File: src/rtl/uart_test_pkg.sv
// Shared types for the UART loopback exerciser: controller states and pattern modes.
package uart_test_pkg;

  typedef enum logic [1:0] {
    ST_IDLE    = 2'd0,
    ST_SEND    = 2'd1,
    ST_WAIT_RX = 2'd2,
    ST_DONE    = 2'd3
  } state_t;

  localparam int MODE_INC  = 0;
  localparam int MODE_LFSR = 1;

endpackage

File: src/rtl/pattern_gen.sv
// Test word source: incrementing count or Galois LFSR, one step per advance pulse.
// load restarts from the seed; the word output is a register.
module pattern_gen
  import uart_test_pkg::*;
#(
  parameter int                DATA_W    = 8,
  parameter int                MODE      = MODE_INC,
  parameter logic [DATA_W-1:0] SEED      = '0,
  parameter logic [DATA_W-1:0] LFSR_TAPS = 8'hB8
) (
  input  logic              clk,
  input  logic              rst_n,
  input  logic              load,
  input  logic              advance,
  output logic [DATA_W-1:0] word
);

  // An all-zero LFSR state would lock up, so a zero seed starts the LFSR at 1.
  localparam logic [DATA_W-1:0] SEED_EFF =
    ((MODE == MODE_LFSR) && (SEED == '0)) ? DATA_W'(1) : SEED;

  logic [DATA_W-1:0] word_nxt;

  always_comb begin
    word_nxt = word + DATA_W'(1);
    if (MODE == MODE_LFSR) begin
      word_nxt = (word >> 1) ^ (word[0] ? LFSR_TAPS : '0);
    end
  end

  always_ff @(posedge clk or negedge rst_n) begin
    if (!rst_n) begin
      word <= '0;
    end else if (load) begin
      word <= SEED_EFF;
    end else if (advance) begin
      word <= word_nxt;
    end
  end

endmodule

File: config.mk
export PLATFORM = sky130hd
export DESIGN_NAME = pattern_gen
export DESIGN_NICKNAME = d
export VERILOG_FILES = /design/src/rtl/uart_test_pkg.sv /design/src/rtl/pattern_gen.sv
export SDC_FILE = /design/constraint.sdc
export NUM_CORES = 1
export LEC_CHECK = 0
export BUFFER_PORTS_ARGS = -buffer_cell sky130_fd_sc_hd__buf_2
export CAP_MARGIN = 25
export CORE_AREA = 2 2 39 41
export DETAILED_ROUTE_END_ITERATION = 7
export DIE_AREA = 0 0 41 43
export PLACE_DENSITY = 0.5
export SLEW_MARGIN = 25
export SYNTH_ARGS = -nofsm -noshare
export SYNTH_HDL_FRONTEND = slang
export SYNTH_SLANG_ARGS = --single-unit
File: constraint.sdc
create_clock -name clk -period 2.4 [get_ports clk]
set_input_delay 0.12 -clock clk [delete_from_list [all_inputs] [get_ports clk]]
set_output_delay 0.12 -clock clk [all_outputs]
set_load 0.02 [all_outputs]
Word level (Yosys, flattened, before mapping)
Index checks and enable logic that the tools add are counted.

cells by class
  add/sub/neg operators = 1
  multiplexer cells = 2
  reductions and logical operators = 1

operators by type and width
  cell                                         number
  two-way mux 8 bit                            2
  adder 8 x 1 -> 8 bit, second input constant  1
  nonzero test 2 bit                           1

word-level totals
  input bits = 4
  register bits = 8
  logic and storage cells = 5
  output and inout bits = 8

Longest topological paths before layout
  word-level depth = 3
  depth in mapped cells = 4
  depth with buffers taken out = 4

Worst setup path after synthesis
OpenSTA, ideal clock, no wires.

  path type = reg2reg
  start point = reg word[0]
  end point = reg word[6]
  slack = 1.016 ns
  path buffers = 0
  period minus slack after synthesis = 1.384 ns
  required time = 2.323 ns
  cell stages (with the launch flop) = 5
  arrival = 1.307 ns
  library setup time = 0.077 ns
  cell sequence = dfrtp_1 > ha_1 > nand3_1 > or3_1 > a21oi_1

on the way
  longest elaborated chain between the ends = 3

RTL lines
  what                    line               RTL
  from (decl)             pattern_gen.sv:15  output logic [DATA_W-1:0] word
  from (signal assigned)  pattern_gen.sv:37  word <= word_nxt;
  adder 8 x 1 -> 8 bit    pattern_gen.sv:25  word_nxt = word + DATA_W'(1);
  two-way mux 8 bit       pattern_gen.sv:36  end else if (advance) begin
  two-way mux 8 bit       pattern_gen.sv:34  end else if (load) begin

Every way passes these cells. The select of a mux whose other input is x is not followed.
A chain may end at the register's enable or synchronous reset.

Final worst setup path
Ends and elaborated chain as after synthesis.

==> results by group <==
Outcome
  – Status: completed

Global routing
  – Largest net degree at the start of global routing: 10
  – All-Layer GR Usage: 0.117
  – GRT met1 Usage: 0.157
  – Vias in the first global route: 303
  – Initial antenna violation count: 0
  – GRT busiest layer: met1
  – Global-route wire length before repair: around 1300 um
  – Grt met2 use: 0.147
  – GR Util met3: 0.0628
  – Grt total ovfl: 0

Placed design
  – Final GP Congestion: 0.703
  – Dpl hpwl: about 570 um
  – Instance area after placement: 457 um^2
  – Pre-CTS setup slack: roughly 1100 ps
  – IO buf count: 11

Detailed routing
  – Drt wl/cell: 11.7 um
  – Via count: between 300 and 400
  – Post-route ant nets: 0
  – # DRC: 0
  – DRT iter0 DRCs: 1
  – TritonRoute pass-1 iters: 4
  – Final WL: 774 um
  – Via/cell ratio: ~4.9

Floorplan
  – Rows: 14
  – Initial Utilization: 0.287
  – Die height: between 40 and 50 um
  – Core ar.: about 0.0014 mm^2
  – Ports: 12
  – Die X-Extent: a little over 40 um
  – Die area: approximately 0.0018 mm^2

Clock tree
  – CTS sink cnt: 8
  – # Post-CTS Setup Buffers: 0
  – Root buffer cell: clkbuf_4
  – Clk_lat worst skew: 250 ps
  – CTS tree: yes
  – CTS H-tree depth: 1
  – Max Root-Sink Buffers: 2
  – Cts bufs inserted: 3
  – CTS clk-pin slew, worst paths: ~50 ps
  – Gates resized, CTS repair: 0

Flow run
  – Number of max-cap violations: 0

Finish
  – Commonest non-fill, non-tap cells in the layout: buf_2 (11), dfrtp_1 (8), nor2_1 (5)
  – Most common cell after layout, fill and taps aside: buf_2
  – Diode count: 0
  – Finished Cell Area: 489 um^2
  – Top flop regs: word x8
  – Synthesis-to-layout area growth: 23.3%
  – Nets: 57
  – Largest reg by FF count: word
  – Max reg flops: 8
  – Layout cells sized above 1: 0.300
  – Post-Route Utilization: 0.354

Pwr
  – P per Cell Area: 561 mW/mm^2
  – Maximum VDD drop: about 0.27 mV
  – LEAKAGE: roughly 0.23 nW

Synthesis
  – Post-synthesis sequential area ratio: 0.505
  – Synth unique cells: 14
  – #FFs+latches synth: 8
  – Synth Cell Area: a little under 400 um^2
  – Synth Instances: 37
  – Syn nets: 42
  – Average cell area after synthesis: approximately 11 um^2
  – Warnings, synthesis: 0

Hold path
  – Min-Delay Path Depth: 2
  – Hold Crit Class: in2reg

Critical path
  – R2R cell count: 4
  – Critical path required time: around 2600 ps
  – Peak fanout along the critical path: 4
  – CP arrival: between 1000 and 1500 ps
  – Kind of critical path: reg2reg
  – Crit end category: flip-flop
  – Startpoint Class: flip-flop

STA
  – Slew HR: 0.847
  – Setup repair after global routing missed its margin: no
  – Final worst clock skew: ~0.45 ps
  – Final WS setup: around 1100 ps
  – Slew Limit Fails: 0
  – Worst hold slack: approximately 170 ps
  – Count of final setup violators: 0
  – Final worst-path cycle share: 0.547
  – Hold Fails Final Rpt: 0
  – Final critical-path required period: between 1000 and 1500 ps
  – Worst Tran Pin Value: 229 ps
  – Peak Freq: approximately 760 MHz
  – Setup TNS: 0 ps
-- routing by layer --
metal,part of all wire,up-vias,wire (um)
li1,-,156,-
met1,0.50,155,388
met2,0.44,10,339
met3,0.061,0,47
met4,0,0,0
met5,0,-,0
-- stage by stage --
| stage | total power, W | cells |
|---|---|---|
| 2_1_floorplan | 0.000164 | 37 |
| 3_3_place_gp | 0.000173 | 62 |
| 3_5_place_dp | 0.000173 | 62 |
| 4_1_cts | 0.000283 | 66 |
| 5_1_grt | 0.000291 | 66 |
| 6_report | 0.000274 | 66 |
-- worst paths after layout --
kind,slack (ps),startpoint,endpoint
worst max-delay path,1090,word[0],word[6]
worst min-delay path,170,load,word[6]
worst max register to register,1090,word[0],word[6]
worst min register to register,550,word[7],word[7]
max in group asynchronous,1990,rst_n,word[5]
min in group asynchronous,240,rst_n,word[4]
-- layout make-up --
cell class	instances	area, um^2
repair buffers	12	65.1
flip-flops and latches	8	200
multi-input cells	27	181
clock buffers	3	22.5
well taps	16	20.0
fillers	144	895
-- logic make-up (layout without fill, tap and decap cells) --
group / Yosys count / after routing / share of synthesized area
AND/OR/NAND/NOR: 14 / 14 / 0.170
adder cells (fa/ha/maj): 1 / 1 / 0.0315
multiplexers: 1 / 1 / 0.0252
XOR/XNOR: 4 / 4 / 0.0883
buffers and inverters: 2 / 15 / 0.0378
AO/OA/AOI/OAI: 7 / 7 / 0.142
flip-flops: 8 / 8 / 0.505
-- report_power, final --
part | switching, W | leakage [nW] | total [W] | internal (W)
combinational | 0.0000170 | 0.105 | 0.0000272 | 0.0000102
clock | 0.0000457 | 0.0138 | 0.000103 | 0.0000572
sequential | 0.00000574 | 0.110 | 0.000144 | 0.000138
-- critical path, stage by stage (launching register included) --
cell and delay (ps):
dfrtp_1 440, ha_1 220, nand3_1 90, or3_1 350
a21oi_1 140
-- Yosys cell counts, drive strengths merged --
library cell | instances | area share
dfrtp | 8 | 0.50
nor2 | 5 | 0.047
a21oi | 3 | 0.038
o21ai | 3 | 0.038
or3 | 3 | 0.047
xor2 | 3 | 0.066
buf | 2 | 0.038
nand2 | 2 | 0.019
nand3 | 2 | 0.025
nand4 | 2 | 0.032
ha | 1 | 0.032
mux2i | 1 | 0.025
o2111ai | 1 | 0.066
xnor2 | 1 | 0.022
-- what timing repair did --
action	CTS	global route
hold endpoints to repair	8	0
endpoints found under the setup margin	0	0
hold buffers	1	0
No activity file was read; power rests on OpenSTA's default activity.
